File: src/rtl/risc_pkg.sv
// Shared definitions for the fetch front end: widths, reset vector and fetch FSM states.
package risc_pkg;

  localparam int              ADDR_W    = 16;
  localparam int              INSTR_W   = 16;
  localparam logic [15:0]     RESET_PC  = 16'h0000;
  localparam int              PC_STEP   = 2;
  localparam logic [15:0]     NOP_INSTR = 16'h0000;

  typedef enum logic {
    IDLE = 1'b0,
    RUN  = 1'b1
  } fetch_state_t;

endpackage : risc_pkg

File: src/rtl/pc_next_sel.sv
// Next-PC selection: redirect target (forced even), sequential increment, or hold.
// Also flags odd redirect targets.
module pc_next_sel #(
  parameter int ADDR_W  = 16,
  parameter int PC_STEP = 2
) (
  input  logic [ADDR_W-1:0] pc,
  input  logic              redirect_valid,
  input  logic [ADDR_W-1:0] redirect_pc,
  input  logic              advance,
  output logic [ADDR_W-1:0] pc_next,
  output logic [ADDR_W-1:0] pc_inc,
  output logic              misalign
);

  // Sequential address wraps modulo 2^ADDR_W by construction.
  assign pc_inc   = pc + ADDR_W'(PC_STEP);
  assign misalign = redirect_valid & redirect_pc[0];

  // NOTE: every always_comb output gets a default first so no path can infer a latch.
  always_comb begin
    pc_next = pc;
    if (redirect_valid) begin
      pc_next = {redirect_pc[ADDR_W-1:1], 1'b0};
    end else if (advance) begin
      pc_next = pc_inc;
    end
  end

endmodule : pc_next_sel

File: src/rtl/instruction_fetch_unit.sv
// Instruction fetch stage: owns the PC, reads the combinational instruction memory and
// fills the IF/ID register, honouring redirect > stall > flush > normal fetch.
module instruction_fetch_unit
  import risc_pkg::*;
#(
  parameter int                ADDR_W   = risc_pkg::ADDR_W,
  parameter int                INSTR_W  = risc_pkg::INSTR_W,
  parameter logic [ADDR_W-1:0] RESET_PC = ADDR_W'(risc_pkg::RESET_PC),
  parameter int                PC_STEP  = risc_pkg::PC_STEP
) (
  input  logic               clk,
  input  logic               rst_n,
  input  logic               fetch_en,
  output logic [ADDR_W-1:0]  imem_pc,
  input  logic [INSTR_W-1:0] imem_instr,
  input  logic               stall,
  input  logic               flush,
  input  logic               redirect_valid,
  input  logic [ADDR_W-1:0]  redirect_pc,
  output logic               if_id_valid,
  output logic [INSTR_W-1:0] if_id_instr,
  output logic [ADDR_W-1:0]  if_id_pc,
  output logic [ADDR_W-1:0]  if_id_pc_next,
  output logic               misalign_err,
  output logic [15:0]        fetch_count
);

  fetch_state_t       state_q, state_d;
  logic [ADDR_W-1:0]  pc_q, pc_d, pc_inc;
  logic               advance, load, bubble, misalign;

  assign imem_pc = pc_q;

  pc_next_sel #(
    .ADDR_W  (ADDR_W),
    .PC_STEP (PC_STEP)
  ) u_pc_next_sel (
    .pc             (pc_q),
    .redirect_valid (redirect_valid),
    .redirect_pc    (redirect_pc),
    .advance        (advance),
    .pc_next        (pc_d),
    .pc_inc         (pc_inc),
    .misalign       (misalign)
  );

  // A redirect seen while idle only moves the PC; it also keeps the unit idle that cycle.
  always_comb begin
    state_d = state_q;
    advance = 1'b0;
    load    = 1'b0;
    bubble  = 1'b0;
    unique case (state_q)
      IDLE: begin
        bubble = 1'b1;
        if (fetch_en && !redirect_valid) state_d = RUN;
      end
      RUN: begin
        if (!fetch_en) begin
          state_d = IDLE;
          bubble  = 1'b1;
        end else if (redirect_valid) begin
          bubble = 1'b1;
        end else if (stall) begin
          // hold everything
        end else if (flush) begin
          bubble  = 1'b1;
          advance = 1'b1;
        end else begin
          load    = 1'b1;
          advance = 1'b1;
        end
      end
      default: state_d = IDLE;
    endcase
  end

  // NOTE: sequential state uses non-blocking assignments so all registers update from
  // the same pre-edge values.
  always_ff @(posedge clk) begin
    if (!rst_n) begin
      state_q       <= IDLE;
      pc_q          <= RESET_PC;
      if_id_valid   <= 1'b0;
      if_id_instr   <= INSTR_W'(NOP_INSTR);
      if_id_pc      <= '0;
      if_id_pc_next <= '0;
      misalign_err  <= 1'b0;
      fetch_count   <= '0;
    end else begin
      state_q <= state_d;
      pc_q    <= pc_d;
      if (misalign) misalign_err <= 1'b1;
      if (bubble) begin
        if_id_valid <= 1'b0;
        if_id_instr <= INSTR_W'(NOP_INSTR);
      end else if (load) begin
        if_id_valid   <= 1'b1;
        if_id_instr   <= imem_instr;
        if_id_pc      <= pc_q;
        if_id_pc_next <= pc_inc;
      end
      if (load && fetch_count != 16'hFFFF) fetch_count <= fetch_count + 16'd1;
    end
  end

endmodule : instruction_fetch_unit

File: config.mk
export PLATFORM = sky130hd
export DESIGN_NAME = instruction_fetch_unit
export DESIGN_NICKNAME = d
export VERILOG_FILES = /design/src/rtl/risc_pkg.sv /design/src/rtl/pc_next_sel.sv /design/src/rtl/instruction_fetch_unit.sv
export SDC_FILE = /design/constraint.sdc
export NUM_CORES = 1
export LEC_CHECK = 0
export ABC_AREA = 1
export CORE_ASPECT_RATIO = 1.75
export CORE_MARGIN = 5
export CORE_UTILIZATION = 46
export DETAILED_ROUTE_END_ITERATION = 16
export GPL_ROUTABILITY_DRIVEN = 0
export PLACE_DENSITY = 0.8
export SLEW_MARGIN = 25
export SYNTH_ARGS = -nofsm -noshare
export SYNTH_HDL_FRONTEND = slang
export SYNTH_SLANG_ARGS = --single-unit
File: constraint.sdc
create_clock -name clk -period 1.9 [get_ports clk]
set_clock_uncertainty 0.05 [all_clocks]
set_input_delay 0.38 -clock clk [delete_from_list [all_inputs] [get_ports clk]]
set_output_delay 0.38 -clock clk [all_outputs]
set_load 0.02 [all_outputs]
Word-level counts from Yosys, hierarchy flattened

Index checks and enable logic that the tools add are counted.

Flip-flop bits (word level): 83

Add/subtract/negate cells: 2
Equality and inequality tests: 1
Mux-type cells: 19
Bitwise operators: 4
Reduce and logical (&&, ||, !) cells: 7

Operator list:

| operator                                      | number |
|---|---|
| 2-to-1 mux 16 bit                             | 2 |
| adder 16 x 1 -> 16 bit, second input constant | 1 |
| adder 16 x 2 -> 16 bit, second input constant | 1 |
| != test 16 bit, second input constant         | 1 |
| 2-to-1 mux 1 bit                              | 15 |
| case mux 1 bit (2 select lines)               | 2 |
| OR reduction 2 bit                            | 2 |
| NOT 1 bit                                     | 3 |
| logical AND 1 bit                             | 2 |
| AND reduction 2 bit                           | 1 |
| nonzero test 2 bit                            | 1 |
| AND 1 bit                                     | 1 |
| logical NOT 1 bit                             | 1 |

Depth between registers and ports, before layout

Depth after elaboration: 7
Mapped depth: 10
Depth with buffers taken out: 9

Modules after synthesis

A second synthesis with hierarchy kept.

Cells, all modules: 597
Area total of the unflattened synthesis: 3,971.3 µm²

By module, submodules not included:

| module                 | instances | cells an instance | area an instance (µm²) | sequential area each (µm²) |
|---|---|---|---|---|
| instruction_fetch_unit | 1         | 442               | 3,215.6                | 1,661.6 |
| pc_next_sel            | 1         | 155               | 755.7                  | 0.0 |

Least setup slack after synthesis

Ideal clock, no wire load.

Kind: reg-to-reg
Start point: register fetch_count[0]
End point: register fetch_count[12]
Library setup time: 115 ps
Data arrival time: 1,481 ps
Setup slack: 254 ps
Stages on the path, launching flop included: 10
Buffers on the path: 1
Clock period less this slack: 1,646 ps
Cell sequence: dfxtp_1 ha_1 nand2_1 nor2_1 nand2_1 nor2_1 nor2_2 buf_4 a21oi_1 nor2_1

Longest elaborated chain between the ends: 2
Elaborated cells on any way between the ends: 3

RTL lines:

| what                                                           | RTL line                      | source |
|---|---|---|
| start: declaration                                             | instruction_fetch_unit.sv:25  | `output logic [15:0] fetch_count` |
| start signal: assignment                                       | instruction_fetch_unit.sv:103 | `if (load && fetch_count != 16'hFFFF) fetch_count <= fetch_count + 16'd1;` |
| branches (longest 2 deep; another with adder 16 x 1 -> 16 bit) | -                             |  |

Several ways; the timed one is not identified.
A chain may end at the register's enable or synchronous reset.

Final worst setup path

Start point: register pc_q[13], in the netlist imem_pc[13]
End point: output port imem_pc[13]

RTL lines:

| what                     | RTL line                     | source |
|---|---|---|
| start: declaration       | instruction_fetch_unit.sv:29 | `logic [ADDR_W-1:0] pc_q, pc_d, pc_inc;` |
| start signal: assignment | instruction_fetch_unit.sv:92 | `pc_q <= pc_d;` |
| end: declaration         | instruction_fetch_unit.sv:14 | `output logic [ADDR_W-1:0] imem_pc,` |

No word-level cell between the ends.

==> reports/qor.csv <==
metric,value,unit
outcome,"complete, no violations",
vias per inst,5.24,
CTS tree,done,
die area,9760,sq um
layout cells sized above 1,7.26,%
GRT Residual Overflow,0,
crit-path cells,clkdlybuf4s50_1,
Hold Slack,416,ps
RSZ-0062 raised after global routing,false,
Final Util,70.4,%
Critical Path Slowest Stage Cell,clkdlybuf4s50_1,
Final #Nets,682,
Initial Util,47.2,%
most numerous cell in the Yosys netlist,nand2_1,
Buf/Inv on CP,1,
worst skew pair latency,350,ps
Synth top area share,44.5,%
Post-Synthesis Cell Area,3600,sq um
# rows,42,
initial antenna violation count,0,
critical path type,reg2out,
ant diodes,0,
synth warn,0,
Max Buffers Root-to-Sink,2,
H-tree depth,3,
Worst setup EP type,output port,
sequential share of the synthesized area,44.5,%
pre-CTS setup slack,-171,ps
"Max FO, Critical Path",5,
Synth top cells by count,"nand2_1, dfxtp_1, a21oi_1",
P_leak,2.14,nW
final critical-path share of the clock period,98.5,%
Fin. Hold Viols,0,
Fmax,0.534,GHz
core area,7620,sq um
wire per inst,15.2,um
first-pass detailed-route iteration total,4,
Tot GR Track Use,22.8,%
"flops & latches, synth",80,
Post-CTS Setup Inserts,0,
Synth Instances,516,
largest net degree at the start of global routing,23,
hold crit path type,reg2reg,
Worst slew margin,64.4,%
CTS Hold Bufs,0,
Iter 0 DRT Violations,130,
PnR worst setup slack,27.8,ps
DPL Wire Length,8240,um
Least-Margin Pin Slew,530,ps
Setup-failing EPs final,0,
clock transition at the registers of the reported paths,60,ps
Final Max Slew Viols,0,
DR DRC count,0,
die width,76.9,um
Die Height,127,um
minimum clock period,1870,ps
WP data required,1470,ps
first-pass GRT wire length,18200,um
CP arrival,1440,ps
# IOs,120,
via count,3853,
Inst Count DP,719,
Routed WL,11200,um
"EDFF count, synth",0,
library cells used by synthesis,27,
vias in the first global route,3997,
Port Buffers,116,
maxcap violations,0,
area of the multi-input gates,1710,sq um
post-route ant nets,0,
CTS Sinks,80,
Non-Filler Instances,735,
register area,1600,sq um
Fillers,602,
Crit path max-delay family,buffers and inverters,
P&R area growth vs syn,48.9,%
asr flop ratio synth,0,%
largest area contributor in the synthesized netlist,dfxtp_1,
total CTS buffers,9,
average cell area after synthesis,6.98,sq um
CP Launch Type,flip-flop,
Power Density,814,nW/um^2
CP peak stage delay,650,ps
Max IR drop VDD,0.000728,V
top_reg_cell synth,dfxtp_1,
clock root buffer,clkbuf_16,
Synth area leaders,"dfxtp_1, nand2_1, a21oi_1, nor2_1, o21ai_0",
[tightest hold or removal path: stages (launching register included)]
cell     delay [ps]
dfxtp_1         310
nand2_1          60
a21oi_1          50
[sequential cells by signal (all words and copies together), names as in the netlist]
signal / count
fetch_count: 16
if_id_pc: 15
state_q: 1
if_id_pc_next: 15
imem_pc: 15
if_id_instr: 16
misalign_err: 1
if_id_valid: 1
[cell type report]
cell class	count	share of cell area [%]
clock inverters	5	2.80
well taps	88	2.05
flip-flops and latches	80	29.9
multi-input cells	367	31.9
clock buffers	11	4.71
inverters	45	3.15
repair buffers	139	25.5
[worst paths after layout]
kind	from	end	slack [ps]	cells after the start
hold / removal	if_id_instr[3]$_SDFFE_PP0P_	if_id_instr[3]$_SDFFE_PP0P_	420	2
setup reg to reg	fetch_count[1]$_SDFFE_PN0P_	fetch_count[15]$_SDFFE_PN0P_	200	9
setup / recovery	imem_pc[13]$_SDFFE_PN0P_	imem_pc[13]	30	1
hold reg to reg	if_id_instr[3]$_SDFFE_PP0P_	if_id_instr[3]$_SDFFE_PP0P_	420	2
[routing by layer]
metal / vias up / share of wire [%] / global-route usage (%)
met5: - / 0 / 0
met2: 151 / 52 / 42.1
met4: 0 / 2.6 / 10.1
met3: 21 / 8.1 / 8.17
met1: 1772 / 37 / 22.3
li1: 1909 / - / -
[cell usage in the layout (no fill, tap or decap), drive strengths merged]
cell type	count
nand2	146
clkdlybuf4s50	112
dfxtp	80
a21oi	60
nor2	60
inv	44
o21ai	41
nand3	24
buf	23
clkbuf	11
nand4	9
xor2	8
bufinv	5
dlymetal6s2s	4
a31oi	3
xnor2	3
conb	3
o211ai	2
a21o	2
nand3b	2
ha	2
nor3	2
clkinv	1
[cell families (layout without fill, tap and decap cells)]
family | after synthesis | count (layout) | share of synthesized area (%)
flops | 80 | 80 | 44.5
xor+xnor | 11 | 11 | 2.68
other cells | 1 | 3 | 0.104
buf+inv | 71 | 200 | 8.65
compound gates | 108 | 108 | 15.5
simple gates | 243 | 243 | 27.9
fa+ha+maj | 2 | 2 | 0.695
[power by group]
group	switching (mW)	internal [mW]
registers	0.0307	1.70
clock network	0.676	1.62
logic	0.169	0.161
total	0.876	3.49
[timing repair]
action,CTS,global route
resized for setup,0,6
endpoints found under the setup margin,0,8
hold endpoints to repair,0,0
[per-stage QoR]
step	power [mW]	TNS [ps]	cell area, sq um
final	4.36	0	5360
after global routing	4.50	0	5360
after CTS	4.39	0	5340
after detailed placement	2.10	-5450	4940
after global placement	2.09	-3230	4940
after floorplan	1.91	0	3610
(Power assumes the default switching activity.)
